$ cat config.mk
export PLATFORM = sky130hd
export DESIGN_NAME = forward_hazard_ctrl
export DESIGN_NICKNAME = d
export VERILOG_FILES = /design/src/rtl/forward_hazard_ctrl.sv
export SDC_FILE = /design/constraint.sdc
export NUM_CORES = 1
export LEC_CHECK = 0
export ABC_CLOCK_PERIOD_IN_PS = 2990
export CAP_MARGIN = 20
export CORE_MARGIN = 2
export CORE_UTILIZATION = 40
export DETAILED_ROUTE_END_ITERATION = 10
export PLACE_DENSITY = 0.74
export SYNTH_ARGS = -nofsm -noshare
export SYNTH_HDL_FRONTEND = slang
export SYNTH_SLANG_ARGS = --single-unit
$ cat constraint.sdc
create_clock -name clk -period 2.99 [get_ports clk]
set_clock_uncertainty 0.2 [all_clocks]
set_input_delay 0.4485 -clock clk [delete_from_list [all_inputs] [get_ports clk]]
set_output_delay 0.4485 -clock clk [all_outputs]
set_load 0.03 [all_outputs]
$ cat src/rtl/forward_hazard_ctrl.sv
// Operand forwarding, load-use stall and data-cache miss freeze for a 5-stage pipeline.
// Optional statistics counters (lu_stall_cnt, miss_cycle_cnt) are built when FWD_STATS_EN is defined.
module forward_hazard_ctrl #(
  parameter int DATA_SIZE = 32,
  parameter int REG_ADDR  = 5,
  parameter int CNT_SIZE  = 16
) (
  input  logic                 clk,
  input  logic                 rst,
  input  logic [REG_ADDR-1:0]  ID_Rs,
  input  logic [REG_ADDR-1:0]  ID_Rt,
  input  logic [REG_ADDR-1:0]  EX_Rs,
  input  logic [REG_ADDR-1:0]  EX_Rt,
  input  logic [REG_ADDR-1:0]  EX_Rd,
  input  logic                 EX_MemRead,
  input  logic [REG_ADDR-1:0]  MEM_Rd,
  input  logic                 MEM_RegWrite,
  input  logic [REG_ADDR-1:0]  WB_Rd,
  input  logic                 WB_RegWrite,
  input  logic [DATA_SIZE-1:0] EX_Rs_data,
  input  logic [DATA_SIZE-1:0] EX_Rt_data,
  input  logic [DATA_SIZE-1:0] MEM_ALUout,
  input  logic [DATA_SIZE-1:0] WB_out,
  input  logic                 dcache_stall,
  output logic [1:0]           ForwardA,
  output logic [1:0]           ForwardB,
  output logic [DATA_SIZE-1:0] FAout,
  output logic [DATA_SIZE-1:0] FBout,
  output logic                 PC_write,
  output logic                 IF_ID_write,
  output logic                 ID_EX_flush,
  output logic                 pipe_freeze
`ifdef FWD_STATS_EN
  ,
  output logic [CNT_SIZE-1:0]  lu_stall_cnt,
  output logic [CNT_SIZE-1:0]  miss_cycle_cnt
`endif
);

  // state | meaning
  // RUN   | normal flow, operands come from the live forwarding mux
  // MISS  | dcache miss in progress, operands come from the hold registers
  typedef enum logic {RUN = 1'b0, MISS = 1'b1} state_e;

  state_e               state_q, state_d;
  logic [DATA_SIZE-1:0] hold_a_q, hold_a_d, hold_b_q, hold_b_d;
  logic [DATA_SIZE-1:0] live_a, live_b;
  logic                 load_use;
  logic                 lu_stall;

  function automatic logic [1:0] fwd_sel(input logic [REG_ADDR-1:0] src);
    if (MEM_RegWrite && (MEM_Rd != '0) && (MEM_Rd == src))
      return 2'b10;
    else if (WB_RegWrite && (WB_Rd != '0) && (WB_Rd == src))
      return 2'b01;
    else
      return 2'b00;
  endfunction

  always_comb begin
    ForwardA = fwd_sel(EX_Rs);
    ForwardB = fwd_sel(EX_Rt);
    case (ForwardA)
      2'b10:   live_a = MEM_ALUout;
      2'b01:   live_a = WB_out;
      default: live_a = EX_Rs_data;
    endcase
    case (ForwardB)
      2'b10:   live_b = MEM_ALUout;
      2'b01:   live_b = WB_out;
      default: live_b = EX_Rt_data;
    endcase
  end

  assign load_use = EX_MemRead && (EX_Rd != '0) && ((EX_Rd == ID_Rs) || (EX_Rd == ID_Rt));

  always_comb begin
    state_d     = state_q;
    hold_a_d    = hold_a_q;
    hold_b_d    = hold_b_q;
    FAout       = live_a;
    FBout       = live_b;
    PC_write    = 1'b1;
    IF_ID_write = 1'b1;
    ID_EX_flush = 1'b0;
    pipe_freeze = dcache_stall;
    lu_stall    = 1'b0;
    if (rst) begin
      pipe_freeze = 1'b0;
    end else begin
      case (state_q)
        RUN: begin
          if (dcache_stall) begin
            state_d     = MISS;
            hold_a_d    = live_a;
            hold_b_d    = live_b;
            PC_write    = 1'b0;
            IF_ID_write = 1'b0;
          end else if (load_use) begin
            PC_write    = 1'b0;
            IF_ID_write = 1'b0;
            ID_EX_flush = 1'b1;
            lu_stall    = 1'b1;
          end
        end
        MISS: begin
          FAout = hold_a_q;
          FBout = hold_b_q;
          if (dcache_stall) begin
            PC_write    = 1'b0;
            IF_ID_write = 1'b0;
          end else begin
            state_d = RUN;
          end
        end
        default: state_d = RUN;
      endcase
    end
  end

  always_ff @(posedge clk) begin
    if (rst) begin
      state_q  <= RUN;
      hold_a_q <= '0;
      hold_b_q <= '0;
    end else begin
      state_q  <= state_d;
      hold_a_q <= hold_a_d;
      hold_b_q <= hold_b_d;
    end
  end

`ifdef FWD_STATS_EN
  logic [CNT_SIZE-1:0] lu_cnt_q, miss_cnt_q;

  // Both counters saturate rather than wrap.
  always_ff @(posedge clk) begin
    if (rst) begin
      lu_cnt_q   <= '0;
      miss_cnt_q <= '0;
    end else begin
      if (lu_stall && (lu_cnt_q != '1))
        lu_cnt_q <= lu_cnt_q + 1'b1;
      if (dcache_stall && (miss_cnt_q != '1))
        miss_cnt_q <= miss_cnt_q + 1'b1;
    end
  end

  assign lu_stall_cnt   = lu_cnt_q;
  assign miss_cycle_cnt = miss_cnt_q;
`else
  // CNT_SIZE only sizes the statistics counters; nothing to build here.
  if (CNT_SIZE < 1) begin : g_cnt_size_unused
  end
`endif

endmodule

Word level (Yosys, flattened, before mapping)

Index checks and enable logic that the tools add are counted.

Reduce and logical (&&, ||, !) cells: 13
Multiplexer cells: 21
Eq/ne operators: 10
Bitwise gates (word level): 1

Operators by type and width:

| cell                                                                  | number |
|---|---|
| 32-bit 2-to-1 mux                                                     | 4 |
| 32-bit one-hot mux with 2 select lines                                | 2 |
| 5-bit equality test                                                   | 6 |
| 5-bit nonzero test                                                    | 3 |
| 1-bit 2-to-1 mux                                                      | 12 |
| 1-bit logical AND                                                     | 8 |
| 2-bit by 1-bit equality test with 1-bit output, second input constant | 2 |
| 2-bit equality test, second input constant                            | 2 |
| 2-bit 2-to-1 mux                                                      | 2 |
| 1-bit one-hot mux with 2 select lines                                 | 1 |
| 2-bit AND reduction                                                   | 1 |
| 1-bit logical OR                                                      | 1 |
| 1-bit inverter                                                        | 1 |

Word-level logic and storage cells: 48
Register bits: 65
Input port bits: 169
Output and inout port bits: 72

Depth between registers and ports, before layout

Gate-level depths: netlist of the first run.

Word-level depth: 9
Gate-level depth with buffers: 8
Gate-level depth less buffers: 6

Least setup slack after synthesis of the first run

No wires, ideal clock.

Path kind: input-to-output
Start: in MEM_Rd[1]
End: out ForwardA[0]
Buffers on the path: 2
Path slack: -0.382 ns
Data required time: 2.342 ns
Arrival time: 2.723 ns
Stages: 7
Cells stage by stage: or4_1 -> o211ai_2 -> or2_1 -> buf_4 -> buf_4 -> inv_2 -> nor4_1

Cells in the longest elaborated chain, start to end: 4

RTL lines:

| what                  | RTL line | text |
|---|---|---|
| from (decl)           | 16       | `input logic [REG_ADDR-1:0] MEM_Rd,` |
| 5-bit nonzero test    | 52       | `if (MEM_RegWrite && (MEM_Rd != '0) && (MEM_Rd == src))` |
| 1-bit logical AND     | 52       |  |
| 1-bit logical AND (*) | 52       |  |
| 2-bit 2-to-1 mux (*)  | 52       |  |
| to (decl)             | 25       | `output logic [1:0] ForwardA,` |

Every way passes the cells marked *; elsewhere a longest branch is shown, timed or not.

Final worst setup path of the first run

Start: in WB_Rd[2]
End: out FBout[9]

Cells in the longest elaborated chain, start to end: 9

RTL lines:

| what                                                                                         | RTL line | text |
|---|---|---|
| from (decl)                                                                                  | 18       | `input logic [REG_ADDR-1:0] WB_Rd,` |
| 5-bit nonzero test                                                                           | 54       | `else if (WB_RegWrite && (WB_Rd != '0) && (WB_Rd == src))` |
| 1-bit logical AND                                                                            | 54       |  |
| 1-bit logical AND (*)                                                                        | 54       |  |
| 1-bit 2-to-1 mux (*)                                                                         | 54       |  |
| 2-bit 2-to-1 mux (*)                                                                         | 52       |  |
| 2-bit by 1-bit equality test with 1-bit output / 2-bit equality test (equally long branches) | 68       | `case (ForwardB)` |
| 32-bit one-hot mux with 2 select lines (*)                                                   | 68       |  |
| 32-bit 2-to-1 mux                                                                            | 91       | `case (state_q)` |
| 32-bit 2-to-1 mux (*)                                                                        | 88       | `if (rst) begin` |
| to (decl)                                                                                    | 28       | `output logic [DATA_SIZE-1:0] FBout,` |

Marked as above.

==> out/summary.txt, run 1 <==
Synth cell types: 37
worst skew pair latency: 0.36 ns
R2R cell count: 5
asr flop ratio synth: 0
top-area cell type share of the netlist area: 0.2394
R2R setup slack: 1.29 ns
Cell Int Power: 2.558 mW
Flop pwr share: 0.235
endpoints failing setup: 62
Syn Area/Cell: 7.856 um^2
CP max FO: 22
arrival time at the worst endpoint: 2.49 ns
Worst EP required: 2.34 ns
worst r2r src: state_q
fmax: 0.3188 GHz
cell area after synthesis: 0.005436 mm^2
share of layout cells above drive strength 1: 0.5158
port buffer count: 240
Via density: 6.898
vias post-DR: 8623
CP cell instances: buf_8 -> or4_4 -> o21a_4 -> buf_12 -> a41oi_2 -> a211oi_4 -> o31ai_2 -> buf_4
number of fill cells in the layout: 499
DRC errors left: 0
Yosys reg bits: 65
Tightest Pin Transition: 0.5440 ns
Max Cap Viol: 0
post-synthesis cell count: 692
initial antenna violation count: 0
Hold Path Depth: 2
min-delay src: hold_b_q[13]
syn nets: 861
first-pass GRT wire length: 47510 um
Top FF cell, synth: dfxtp_1
Placer Congestion: 0.9003
largest net degree at the start of global routing: 42
setup TNS: -3.933 ns
DRT Pass-1 Iters: 7
maximum vdd drop: 0.0002543 V
PwrDens: 344.1 mW/mm^2
fin crit share: 1.049
clock net sink count: 65
drt wl/cell: 29.67 um
clock power share: 0.299
remaining antenna violation count: 0
row cnt: 42
Reg area: 0.001301 mm^2
Die H: 120.6 um
crit path kind: in2out
failing checks: setup timing
GRT Util Overall: 0.4211
final hold violations: 0
Comb power frac: 0.466
initial core utilization: 0.4105
hold endpoint: hold_b_q[13]
Multi-input gate area: 0.005310 mm^2
Final nets: 1238
pre-CTS WS: -0.7870 ns
cts hold-fix bufs: 0
CTS tree: built
number of global-route vias before repair: 8549
grt ovf: 0
yosys warns: 0
min Tclk post-route: 3.137 ns
Clk pin slew, worst setup/hold paths: 0.06 ns
num ports: 241
CTS Buf Count: 9
Setup crit start kind: input port
DRT Wirelength: 37090 um
Hold Crit Class: reg2reg
unrepaired setup endpoints after global routing: yes
Critical Path End Type: primary output
Final WS setup: -0.1467 ns
Bufs on Longest Clock Path: 2
reg-to-reg endpoint: hold_b_q[8]
Area Overhead vs Synth: 119.8%
switch share: 0.3780
sequential element share of the synthesized area: 0.2394
CP peak stage delay: 0.56 ns
top cell type by total area after synthesis: dfxtp_1
Starting DRT DRC Count: 1191
root buffer cell: clkbuf_16
synth top area cells: dfxtp_1 24%, o31ai_1 13%, a211oi_2 6.7%, mux2_2 6.6%, a22o_1 5.2%
antenna cells: 0
H-tree depth: 3
Critical Path Slowest Stage Cell: or4_4
status: finished with violations
Die ar.: 0.01454 mm^2
relative slew slack: 0.6373
width of the die: 120.6 um
Psw: 1.554 mW
EDFF count, synth: 0
Max Slew Vio Count: 0
Leak: 4.692 nW
post-DP HPWL: 16920 um
core region area: 0.01324 mm^2
[worst max-delay path by stage]
stage | startpoint | slack [ns] | to
CTS | WB_Rd[3] | -0.05 | FBout[14]
floorplan | MEM_Rd[1] | -0.05 | ForwardA[0]
detailed placement | MEM_Rd[2] | -0.79 | FAout[15]
global route | WB_Rd[2] | -0.19 | FBout[30]
finish | WB_Rd[2] | -0.15 | FBout[9]
global placement | MEM_Rd[2] | -0.71 | FAout[19]
[critical path, delay by kind of cell]
family / cells / cell delay (ns)
AO/OA/AOI/OAI: 4 / 0.93
AND/OR/NAND/NOR: 1 / 0.56
buffers and inverters: 3 / 0.53
[placed cells by master, fill, tap and decap left out, drive strengths merged, types with 3 or more instances in the layout]
cell type / instances
nand2b: 3
a41oi: 32
xnor2: 24
or4: 36
a22o: 32
dlygate4sd2: 7
bufbuf: 3
dfxtp: 65
nor2: 36
a31oi: 32
nand3: 3
inv: 69
nor2b: 6
mux2: 32
a211oi: 32
o31ai: 96
clkbuf: 12
clkdlybuf4s50: 147
nand2: 68
buf: 282
nor3: 32
[power by group through the flow]
stage	Clock, mW	Sequential (mW)	Combinational (mW)
3_3_place_gp	0	0.968	1.29
2_1_floorplan	0	0.964	0.647
5_1_grt	1.24	0.968	1.94
3_5_place_dp	0	0.972	1.31
6_report	1.23	0.967	1.91
4_1_cts	1.17	0.954	1.64
[per-stage QoR]
stage	utilization	power, mW	hold WS, ns	cells	area, um^2
after floorplan	-	1.611	0.2249	692	5593
after global placement	0.6738	2.261	0.2332	1163	8922
after detailed placement	0.6738	2.285	0.2415	1163	8922
after CTS	0.8477	3.757	0.2544	1239	11230
after global routing	0.9025	4.154	0.2892	1250	11950
final	0.9025	4.112	0.2695	1250	11950
[state kept, by name, indices dropped and copies added (netlist names)]
| signal | count |
|---|---|
| state_q | 1 |
| hold_a_q | 32 |
| hold_b_q | 32 |
[cell usage after synthesis, drive strengths merged, types with 2 or more instances]
master / n
xor2: 2
nand2: 68
nand3: 3
or4: 36
inv: 68
nand4: 2
nor2: 36
a22o: 32
nor3: 32
and2: 2
clkbuf: 51
mux2: 32
a211oi: 32
a31oi: 32
dfxtp: 65
a41oi: 32
o31ai: 96
nor2b: 6
xnor2: 24
nand2b: 3
buf: 27
[logic make-up (layout without fill, tap and decap cells)]
| kind of cell | Yosys count | after routing | share of synthesized area |
|---|---|---|---|
| AOI/OAI and AO/OA | 232 | 232 | 0.3588 |
| muxes | 32 | 32 | 0.06628 |
| xor gates and xnor gates | 26 | 26 | 0.04189 |
| buffers and inverters | 146 | 527 | 0.1204 |
| and+or+nand+nor | 191 | 192 | 0.1733 |
| DFF | 65 | 65 | 0.2394 |
[layout make-up]
type,instances,share of cell area
multi-input combinational,482,0.4443
inverter,68,0.02198
tap,176,0.01843
clock inverter,7,0.007852
timing repair buffer,443,0.3797
sequential,65,0.1089
clock buffer,9,0.01884
[routing by layer]
layer	wire, um	global-route usage	vias to the layer above
li1	-	-	3345
met1	12240	0.4934	4016
met2	16780	0.6974	910
met3	4490	0.08632	352
met4	3588	0.2718	0
met5	0	0	-
[repair_timing]
item,4_1_cts,5_1_grt
setup endpoints to repair,69,65
setup buffers,46,16
gates cloned,14,2
resized for setup,397,133
pin swaps,96,65
Power figures use the tool's default switching activity.
==> run 2: changes to the inputs <==
GPL_TIMING_DRIVEN = 0   (was unset)
==> run 2 against run 1 <==
- the flow still finishes with violations (setup timing)
- global-route usage decreased by 1.4 points
- core utilization down 1.3 points
- worst hold slack worse by 0.017 ns
- flip-flop and latch count unchanged
- final area down 1.4%
- routed wire length grew 2.1%
- critical path type unchanged
- highest routed layer unchanged
==> out/summary.txt, run 2 (synthesized netlist as in run 1, its figures left out) <==
worst r2r src: state_q
root buffer cell: clkbuf_16
Die H: 120.6 um
vias post-DR: 8996
R2R setup slack: 0.34 ns
fmax: 0.2990 GHz
number of global-route vias before repair: 8004
Util after Layout: 0.8896
Clk pin slew, worst setup/hold paths: 0.06 ns
failing checks: setup timing
Setup crit start kind: input port
pre-CTS WS: -1.239 ns
first-pass GRT wire length: 45950 um
Critical Path End Type: primary output
hold endpoint: hold_b_q[30]
most common cell after layout, fill and taps aside: clkdlybuf4s50_1
fin crit share: 1.119
initial core utilization: 0.4105
share of layout cells above drive strength 1: 0.4940
core region area: 0.01324 mm^2
arrival time at the worst endpoint: 2.70 ns
cts hold-fix bufs: 0
DRT Pass-1 Iters: 9
Final nets: 1239
min Tclk post-route: 3.345 ns
min-delay src: hold_b_q[30]
Hold Path Depth: 2
Bufs on Longest Clock Path: 2
Hold Crit Class: reg2reg
Placer Congestion: 0.9176
final hold violations: 0
Final Total Pwr: 4.152 mW
Via density: 7.185
Max Cap Viol: 0
Die ar.: 0.01454 mm^2
grt ovf: 0
crit path kind: in2out
CTS tree: built
status: finished with violations
Max Slew Vio Count: 0
most frequent cells in the layout: 145 x clkdlybuf4s50_1, 143 x buf_4, 68 x nand2_1
width of the die: 120.6 um
Starting DRT DRC Count: 1749
PwrDens: 352.4 mW/mm^2
row cnt: 42
clock net sink count: 65
maximum vdd drop: 0.0003636 V
largest net degree at the start of global routing: 13
CP max FO: 5
endpoints failing setup: 68
H-tree depth: 3
drt wl/cell: 30.26 um
DRT Wirelength: 37890 um
Area Overhead vs Synth: 116.7%
Largest regs: hold_a_q: 32 flops, hold_b_q: 32 flops, state_q: 1 flops
num ports: 241
CTS Buf Count: 9
Tightest Pin Transition: 1.132 ns
initial antenna violation count: 1
port buffer count: 240
Worst EP required: 2.34 ns
R2R cell count: 5
number of fill cells in the layout: 528
Leak: 4.589 nW
post-DP HPWL: 16940 um
GRT Util Overall: 0.4067
DRC errors left: 0
remaining antenna violation count: 0
unrepaired setup endpoints after global routing: yes
reg-to-reg endpoint: hold_b_q[31]
worst skew pair latency: 0.35 ns
relative slew slack: 0.2457
Final WS setup: -0.3546 ns
run 2: power by group:
group | switching (mW) | leakage (nW) | total (mW) | internal [mW]
registers | 0.0438 | 0.534 | 0.969 | 0.925
clock network | 0.487 | 0.159 | 1.24 | 0.757
logic | 1.05 | 3.90 | 1.94 | 0.887
run 2: how the worst max path moves through the flow:
stage / from / end / slack, ns / cells after the start
after floorplan: MEM_Rd[1] / ForwardA[0] / -0.05 / 7
after detailed placement: WB_Rd[3] / FAout[26] / -1.24 / 10
after CTS: WB_Rd[2] / FBout[18] / -0.16 / 10
after global placement: WB_Rd[3] / FAout[24] / -1.24 / 10
after global routing: rst / FBout[6] / -0.36 / 7
final: WB_Rd[2] / FAout[22] / -0.35 / 12
run 2: repair_timing:
action	in CTS	in global routing
endpoints found under the setup margin	71	70
buffers inserted	96	33
pin swaps	111	52
gates cloned	11	2
resized for setup	791	167
run 2: critical path, cell delays in order:
cell and delay [ns]:
buf_8 0.09, or4_4 0.55, o21ai_4 0.18, buf_6 0.13, buf_8 0.11, buf_8 0.12, buf_12 0.12, buf_16 0.13
o31ai_4 0.06, a31oi_1 0.35, mux2_4 0.25, buf_6 0.13
run 2: layout make-up:
cell class                      instances  area (um^2)  area share
Antenna cell                            1        2.502   0.0002124
Clock buffer                           10        239.0     0.02029
Sequential cell                        65         1301      0.1105
Inverter                               68        267.8     0.02273
Multi-Input combinational cell        481         5355      0.4546
Clock inverter                          6        90.09    0.007647
Tap cell                              176        220.2     0.01869
Buffer                                 69        638.1     0.05417
Timing Repair Buffer                  376         3666      0.3112
run 2: per-layer routing:
layer | global-route usage | wire length (um)
met1 | 0.4823 | 12570
met2 | 0.6709 | 16510
met3 | 0.09292 | 5157
met4 | 0.2391 | 3649
met5 | 0 | 0
run 2: per-stage QoR:
step	instances	hold slack [ns]	setup TNS [ns]	instance area (um^2)
after floorplan	692	0.2249	-0.05013	5593
after global placement	1108	0.2326	-77.68	8215
after detailed placement	1108	0.2390	-79.76	8215
after CTS	1225	0.2533	-3.857	10900
after global routing	1251	0.2814	-11.62	11780
final	1252	0.2524	-10.82	11780
